**src/rtl/phy_tx_par2serial.sv**
```systemverilog
// rtl/phy_tx_par2serial.sv - byte-to-serial TX lane with comma framing
//
// Serializes one WIDTH-bit symbol per WIDTH cycles of clk_32f, MSB first.
// After reset, SYNC_CNT comma symbols (IDLE_SYM) frame the link. Payload is
// accepted only after that. Empty byte slots carry IDLE_SYM.
//
// Ports:
//   clk_32f   in   1      serial bit clock
//   reset     in   1      synchronous, active-high
//   data_in   in   WIDTH  parallel byte, sampled only on load edges
//   valid_in  in   1      data_in qualifier
//   data_out  out  1      registered serial bit, MSB first
//   active    out  1      framing complete, payload slots live
//   byte_cnt  out  16     payload bytes sent (only with PHY_TX_BYTE_CNT_EN)
//
// Optional feature macro: PHY_TX_BYTE_CNT_EN adds the byte_cnt output.

module phy_tx_par2serial #(
  parameter int              WIDTH    = 8,
  parameter logic [WIDTH-1:0] IDLE_SYM = 8'hBC,
  parameter int              SYNC_CNT = 4
) (
  input  logic             clk_32f,
  input  logic             reset,
  input  logic [WIDTH-1:0] data_in,
  input  logic             valid_in,
  output logic             data_out,
  output logic             active
`ifdef PHY_TX_BYTE_CNT_EN
  ,
  output logic [15:0]      byte_cnt
`endif
);

  localparam int BCW = (WIDTH > 1) ? $clog2(WIDTH) : 1;
  localparam int SCW = (SYNC_CNT > 1) ? $clog2(SYNC_CNT) : 1;
  localparam logic [BCW-1:0] BIT_LAST  = BCW'(WIDTH - 1);
  localparam logic [SCW-1:0] SYNC_LAST = SCW'(SYNC_CNT - 1);

  typedef enum logic {
    ST_SYNC   = 1'b0,
    ST_ACTIVE = 1'b1
  } state_t;

  state_t           state_q, state_d;
  logic [SCW-1:0]   sync_cnt_q, sync_cnt_d;
  logic [BCW-1:0]   bit_cnt_q, bit_cnt_d;
  logic [WIDTH-1:0] sr_q, sr_d;
  logic             data_out_d;
  logic             active_d;
  logic             load;
  logic [WIDTH-1:0] sym;

  always_ff @(posedge clk_32f) begin
    if (reset) begin
      state_q    <= ST_SYNC;
      sync_cnt_q <= '0;
      bit_cnt_q  <= '0;
      sr_q       <= '0;
      data_out   <= 1'b0;
      active     <= 1'b0;
    end else begin
      state_q    <= state_d;
      sync_cnt_q <= sync_cnt_d;
      bit_cnt_q  <= bit_cnt_d;
      sr_q       <= sr_d;
      data_out   <= data_out_d;
      active     <= active_d;
    end
  end

  always_comb begin
    load       = (bit_cnt_q == '0);
    // Payload only goes out once framing is done; otherwise a comma fills the slot.
    sym        = (state_q == ST_ACTIVE && valid_in) ? data_in : IDLE_SYM;
    state_d    = state_q;
    sync_cnt_d = sync_cnt_q;
    active_d   = active;
    bit_cnt_d  = (bit_cnt_q == BIT_LAST) ? '0 : bit_cnt_q + 1'b1;
    data_out_d = sr_q[WIDTH-1];
    sr_d       = {sr_q[WIDTH-2:0], 1'b0};

    if (load) begin
      // MSB leaves immediately; the remaining bits queue up in sr.
      data_out_d = sym[WIDTH-1];
      sr_d       = {sym[WIDTH-2:0], 1'b0};
      if (state_q == ST_SYNC) begin
        // The last comma load flips to ACTIVE, so the next load samples payload.
        if (sync_cnt_q == SYNC_LAST) begin
          state_d  = ST_ACTIVE;
          active_d = 1'b1;
        end else begin
          sync_cnt_d = sync_cnt_q + 1'b1;
        end
      end
    end
  end

`ifdef PHY_TX_BYTE_CNT_EN
  always_ff @(posedge clk_32f) begin
    if (reset) begin
      byte_cnt <= '0;
    end else if (load && state_q == ST_ACTIVE && valid_in) begin
      byte_cnt <= byte_cnt + 16'd1;
    end
  end
`else
  // Without the counter, the payload byte count is not tracked.
`endif

endmodule

```
**config.mk**
```make
export PLATFORM = sky130hd
export DESIGN_NAME = phy_tx_par2serial
export DESIGN_NICKNAME = d
export VERILOG_FILES = /design/src/rtl/phy_tx_par2serial.sv
export SDC_FILE = /design/constraint.sdc
export NUM_CORES = 1
export LEC_CHECK = 0
export BUFFER_PORTS_ARGS = -buffer_cell sky130_fd_sc_hd__buf_2
export CAP_MARGIN = 20
export CORE_MARGIN = 2
export CORE_UTILIZATION = 40
export DETAILED_ROUTE_END_ITERATION = 10
export PLACE_DENSITY = 0.61
export RECOVER_POWER = 25
export SLEW_MARGIN = 20
export SYNTH_ARGS = -nofsm -noshare
export SYNTH_HDL_FRONTEND = slang
export SYNTH_SLANG_ARGS = --single-unit
```
**constraint.sdc**
```tcl
create_clock -name clk_32f -period 3.3 [get_ports clk_32f]
set_input_delay 0.33 -clock clk_32f [delete_from_list [all_inputs] [get_ports clk_32f]]
set_output_delay 0.33 -clock clk_32f [all_outputs]
set_load 0.01 [all_outputs]
```
; ---- After elaboration in Yosys (flattened, before gate mapping)
; Cells that the tools add are included.
[word_totals]
register_bits = 16
inputBits = 11
out_inout_bits = 2
word_cells = 22
[classes]
addsub = 2
eq_ne = 2
muxes = 5
bitwise_logic = 2
n_reduce_logical = 5
[op_table]
columns = cell, count
row1 = 8-bit two-way mux, 2
row2 = 3-bit AND reduction, 2
row3 = 3-bit by 1-bit adder with 3-bit output (second input constant), 1
row4 = 3-bit == test (second input constant), 1
row5 = 3-bit zero test, 1
row6 = 1-bit two-way mux, 3
row7 = 2-bit by 1-bit adder with 2-bit output (second input constant), 1
row8 = 2-bit == test (second input constant), 1
row9 = 1-bit inverter, 2
row10 = 2-bit OR reduction, 1
row11 = 1-bit logical AND, 1

; ---- Logic depth before layout (Yosys ltp)
; Gate-level depths: netlist (run 1).
[depth]
ltp_word = 3
ltp_mapped = 5
ltp_nobuf = 4

; ---- Least setup slack after synthesis (run 1)
; No wires, ideal clock.
[synth_path]
path_type = reg2reg
from = reg sync_cnt_q[0]
to = reg sync_cnt_q[0]
arrival_time_ps = 1177
t_required_ps = 3179
setup_slack_ps = 2003
stages_incl_launch_ff = 4
path_buffers = 0
period_less_slack_ps = 1297
path_cell_list = dfxtp_1 > ha_1 > nor4b_4 > mux2_2
[synth_via]
elab_chain_len = 3
elab_cells_between_ends = 4
cone_classes = 1 x add/sub / 1 x eq/ne / 1 x bitwise / 1 x reduce/logical
[synth_lines]
columns = item, line_no
row1 = start: declaration, 46  ; logic [SCW-1:0] sync_cnt_q, sync_cnt_d;
row2 = start signal: assignment, 64  ; sync_cnt_q <= sync_cnt_d;
row3 = 2-bit == test, 89  ; if (sync_cnt_q == SYNC_LAST) begin
row4 = 1-bit inverter (no source line), -
row5 = 3-bit AND reduction (no source line), -
; Several ways; a longest one is shown, not always the timed one.
; A chain may end at the register's enable or synchronous reset.

; ---- Final worst setup path (run 1)
[layout_path]
from = reg bit_cnt_q[0]
to = reg sync_cnt_q[0]
[layout_via]
elab_chain_len = 2
[layout_lines]
columns = item, line_no
row1 = start: declaration, 47  ; logic [BCW-1:0] bit_cnt_q, bit_cnt_d;
row2 = start signal: assignment, 65  ; bit_cnt_q <= bit_cnt_d;
row3 = 3-bit zero test, 73  ; load = (bit_cnt_q == '0);
row4 = 3-bit AND reduction (no source line), -
; No other way between the ends.

==> metrics.md, run 1 <==
| Metric | Value |
|---|---|
| I/O Buffers | 12 |
| Area grow syn2layout | 12.3% |
| CP startpoint kind | flip-flop |
| Critical path type | flip-flop to flip-flop |
| Power Density | 484 nW/um^2 |
| Clock power frac | around 28% |
| Crit. End Element | flip-flop |
| Initial drt markers | 2 |
| Critical Path RT | 3.48 ns |
| Clock tree buffer depth | 2 |
| Yosys warns | 0 |
| Final core utilization | between 40% and 50% |
| Layout cells sized above 1 | approximately 29% |
| TritonCTS buffer count | 3 |
| Fmax | between 0.7 and 0.8 GHz |
| Setup TNS | 0 ns |
| Worst setup margin | 1.91 ns |
| Initial DRT Pass Iterations | 2 |
| Vert. Die Dim | roughly 46 um |
| Final GP Congestion | around 0.67 |
| Clk sinks | 15 |
| Hold Violations, Final | 0 |
| Tcrit/Tclk final | 42.0% |
| CTS H-tree depth | 1 |
| Max transition margin | a little under 80% |
| Post-DP HPWL | approximately 790 um |
| Post-cts repair resize count | 0 |
| CORE AREA | ~1700 sq um |
| Initial antenna violation count | 0 |
| Mapped Cells | 65 |
| Register share of total power | a little over half |
| DRC violations left | 0 |
| MaxCap Viol Count | 0 |
| Post-CTS Hold Buffers | 0 |
| Hold Path Class | primary input to flip-flop |
| CTS tree | done |
| Reg2reg setup slack | 1.91 ns |
| Lkg Pwr | 0.359 nW |
| Ant. Diodes | 0 |
| Clk slew on worst S/H paths | about 0.090 ns |
| GRT overflow | 0 |
| Largest net degree at the start of global routing | 20 |
| Post-synth EDFFs | 0 |
| Layout Nets | 94 |
| Detailed Route WL | approximately 1100 um |
| Peak supply drop | between 0.00015 and 0.0002 V |
| Global-route wire length before repair | 1740 um |
| Setup-violating endpoint count in the final report | 0 |
| Worst-Margin Slew | approximately 0.34 ns |
| Unique cell type count in the Yosys netlist | 22 |
| Die area | between 2000 and 2500 sq um |
| Post-Syn Area | between 600 and 700 sq um |
| Via density | ~5 |
| Rows | 15 |
| Vias in the first global route | ~430 |
| Async SR Flop Fraction | 0% |
| Final Max Slew Viols | 0 |
| Int Power | about 280 uW |
| Routed Antenna Nets | 0 |
| Setup Skew | about 0.0011 ns |
| Worst-Skew Late Latency | 0.28 ns |
| #FFs+latches synth | 15 |
| Status | finished clean |
| Seq/Total Area, Yosys | between 40% and 50% |
| Die width | ~46 um |
| Clk root buf | clkbuf_4 |
| Sw Pwr | a little under 100 uW |
| Logic pwr share | 17.8% |
| Worst-path fanout max | 6 |
| Worst EP arrival | around 1.6 ns |
| Mean post-synth cell area | roughly 11 sq um |
| Syn nets | 80 |
| Vias | about 480 |
| RSZ-0062 raised after global routing | false |
| Initial Util | about two fifths |
| Gr usage total | roughly an eighth |
| Final Critical Period | 1.39 ns |
| Post-CTS setup buffer count | 0 |
| Number of top-level pins | 13 |
| Ys flop type | dfxtp_1 |
| Post-place setup slack | a little under 2 ns |
| Sw frac | about a quarter |
| Mean routed wirelength per cell | 11.4 um |
[cell usage after synthesis, types with 2 or more instances]
library cell / number / area (sq um)
dfxtp_1: 15 / 300
inv_1: 14 / 52.6
a221oi_2: 5 / 75.1
nand2b_1: 5 / 31.3
ha_1: 4 / 50.1
mux2i_1: 3 / 30.0
a21oi_1: 2 / 10.0
nand4b_1: 2 / 17.5
nor3b_1: 2 / 15.0
[final cells by class]
| type | count | area [sq um] |
|---|---|---|
| tap | 17 | 21.3 |
| sequential | 15 | 300 |
| inverter | 14 | 52.6 |
| multi-input combinational | 33 | 327 |
| timing repair buffer | 12 | 58.8 |
| fill | 169 | 903 |
| clock buffer | 4 | 26.3 |
[critical path, stage by stage (launching register included)]
cell and delay, ns:
dfxtp_1 0.34, inv_1 0.06, ha_1 0.24, nor4b_4 0.28, mux2_2 0.36
[power by group through the flow]
stage	logic [mW]	registers, mW	clock network (mW)
2_1_floorplan	0.0535	0.211	0
3_3_place_gp	0.0678	0.211	0
3_5_place_dp	0.0687	0.212	0
4_1_cts	0.0688	0.208	0.109
5_1_grt	0.0755	0.210	0.117
6_report	0.0676	0.208	0.105
[per-stage QoR]
step	power, mW	hold slack [ns]	area, sq um	std cells
6_report	0.380	0.293	786	95
3_5_place_dp	0.281	0.439	761	91
2_1_floorplan	0.264	0.427	699	65
5_1_grt	0.403	0.291	786	95
4_1_cts	0.386	0.286	787	95
3_3_place_gp	0.279	0.433	761	91
[routing by layer]
metal / up-vias / wire length [um] / track usage (%)
met4: 0 / 12 / 6.86
met5: - / 0 / 0
met1: 218 / 528 / 13.4
li1: 245 / - / -
met2: 8 / 515 / 18.9
met3: 4 / 30 / 3.57
[placed cells by master, fill, tap and decap left out, types with 2 or more instances in the layout]
cell and count:
nand2b_1 5, a221oi_2 5, dfxtp_1 15, mux2i_1 3, buf_2 11, clkbuf_4 3, ha_1 4, nand4b_1 2
inv_1 14, nor3b_1 2, a21oi_1 2, clkbuf_1 2
[path summary, 6_finish.rpt]
kind,from,to,cells after the start
worst max register to register,bit_cnt_q[0]$_SDFF_PP0_,sync_cnt_q[0]$_SDFFE_PP0P_,4
worst min register to register,sr_q[7]$_SDFF_PP0_,data_out$_SDFF_PP0_,2
worst min-delay path,data_in[4],sr_q[5]$_SDFF_PP0_,3
worst max-delay path,bit_cnt_q[0]$_SDFF_PP0_,sync_cnt_q[0]$_SDFFE_PP0P_,4
[sequential cells by signal (all words and copies together), names as in the netlist]
signal      flops
data_out        1
sr_q            7
bit_cnt_q       3
sync_cnt_q      2
active          1
state_q         1
[kinds of logic (layout without fill, tap and decap cells)]
logic type,Yosys count,in the layout,share of synthesized area [%]
compound gates,7,7,12.2
simple gates,18,18,21.5
buf+inv,17,30,10.4
fa+ha+maj,4,4,7.16
flops,15,15,42.9
mux,4,4,5.90
Power figures use the tool's default switching activity.
==> run 2, diff against run 1 <==
Clock period 3.3 ns to 1.4 ns, I/O delays scaled along.
==> metrics.md, run 2 (synthesis results as in run 1) <==
| Metric | Value |
|---|---|
| Vert. Die Dim | 45.8 um |
| Gr usage total | 11.7% |
| Commonest non-fill, non-tap cell in the layout | dfxtp_1 |
| Worst stage delay on the critical path | 0.36 ns |
| Setup-violating endpoint count in the final report | 0 |
| Initial DRT Pass Iterations | 2 |
| Die width | 45.8 um |
| Clk root buf | clkbuf_4 |
| Final Max Slew Viols | 0 |
| Die area | approximately 2100 sq um |
| CTS H-tree depth | 1 |
| Largest net degree at the start of global routing | 20 |
| Top delay family on crit path | multiplexers |
| Hold Violations, Final | 0 |
| TritonCTS buffer count | 3 |
| Worst-path fanout max | 3 |
| Setup TNS | 0 ns |
| Worst-Skew Late Latency | 0.28 ns |
| GRT overflow | 0 |
| Hold Path Class | primary input to flip-flop |
| Reg2reg setup slack | 0.07 ns |
| Status | finished clean |
| I/O Buffers | 12 |
| Fmax | 0.754 GHz |
| Max transition margin | between 70 and 80% |
| Largest regs | sr_q: 7 flops, bit_cnt_q: 3 flops, sync_cnt_q: 2 flops |
| Worst-Margin Slew | between 0.3 and 0.4 ns |
| Layout Nets | 94 |
| Mean routed wirelength per cell | roughly 12 um |
| Clock tree buffer depth | 2 |
| Worst EP arrival | 1.50 ns |
| Setup Skew | around 0.0014 ns |
| Power Density | roughly 1100 nW/um^2 |
| Crit path max-delay cell type | mux2_2 |
| MaxCap Viol Count | 0 |
| Vias in the first global route | ~430 |
| Filler cells | 170 |
| Crit. End Element | flip-flop |
| Number of top-level pins | 13 |
| Ant. Diodes | 0 |
| CP startpoint kind | flip-flop |
| CP Cell Sequence | ha_1 > nor4b_4 > mux2_2 |
| Final Critical Period | 1.33 ns |
| Critical path type | flip-flop to flip-flop |
| Critical Path RT | 1.58 ns |
| Layout cells sized above 1 | 29.5% |
| Clk sinks | 15 |
| Final core utilization | a little under half |
| Bufs and invs on worst path | 0 |
| Top reg by flops | sr_q |
| CORE AREA | ~1700 sq um |
| Lkg Pwr | between 0.3 and 0.4 nW |
| CTS tree | done |
| Final GP Congestion | 0.665 |
| Clk slew on worst S/H paths | about 0.090 ns |
| Largest register FFs | 7 |
| Detailed Route WL | approximately 1100 um |
| Initial drt markers | 2 |
| Area grow syn2layout | 14.0% |
| Via density | between 4 and 5 |
| Post-CTS setup buffer count | 0 |
| Most frequent cells in the layout | dfxtp_1, inv_1, buf_2, nand2b_1, a221oi_2 |
| Vias | 467 |
| DRC violations left | 0 |
| Rows | 15 |
| Peak supply drop | approximately 0.00047 V |
| RSZ-0062 raised after global routing | false |
| Initial antenna violation count | 0 |
| Routed Antenna Nets | 0 |
| Tcrit/Tclk final | around 95% |
| Initial Util | 41.4% |
| Post-DP HPWL | slightly below 800 um |
| Global-route wire length before repair | about 1700 um |
==> run 2: final timing paths <==
kind / from / endpoint / depth (start not counted)
min reg2reg: sr_q[7]$_SDFF_PP0_ / data_out$_SDFF_PP0_ / 2
max reg2reg: sync_cnt_q[0]$_SDFFE_PP0P_ / sync_cnt_q[0]$_SDFFE_PP0P_ / 3
min: data_in[4] / sr_q[5]$_SDFF_PP0_ / 3
max: sync_cnt_q[0]$_SDFFE_PP0P_ / sync_cnt_q[0]$_SDFFE_PP0P_ / 3
==> run 2: repair_timing <==
action | in CTS | in global routing
hold buffers | 0 | 0
resized for setup | 0 | 2
endpoints found under the setup margin | 0 | 5
==> run 2: power breakdown <==
group	leakage (nW)	internal, mW	switching (mW)	total [mW]
clock network	0.0150	0.111	0.137	0.248
registers	0.124	0.468	0.0217	0.489
logic	0.217	0.0920	0.0751	0.167
total	0.355	0.670	0.234	0.904
==> run 2: layer usage <==
metal  wire [um]  track usage, %  up-vias
li1            -               -      245
met3          29            3.57        4
met1         543            13.4      210
met4          18            6.86        0
met5           0               0        -
met2         508            18.9        8
==> run 2: worst min-delay path, delay by kind of cell <==
| kind | cells | cell delay, ns |
|---|---|---|
| buffers and inverters | 2 | 0.14 |
| AO/OA/AOI/OAI | 1 | 0.05 |
==> run 2: final cells by class <==
cell class | count | area (sq um) | share of cell area [%]
clock buffers | 4 | 26.3 | 3.30
inverters | 14 | 52.6 | 6.59
multi-input cells | 33 | 339 | 42.5
flip-flops and latches | 15 | 300 | 37.7
well taps | 17 | 21.3 | 2.67
repair buffers | 12 | 57.6 | 7.22
==> run 2: stage by stage <==
step                      total power [mW]  instance area (sq um)  setup WS, ns  std cells  hold slack (ns)
after global routing                 0.957                    797       0.00912         95            0.101
after floorplan                      0.623                    699         0.103         65            0.293
after global placement               0.658                    761        0.0778         91            0.398
final                                0.904                    797        0.0734         95            0.103
after CTS                            0.910                    787        0.0138         95           0.0961
after detailed placement             0.662                    761        0.0270         91            0.401
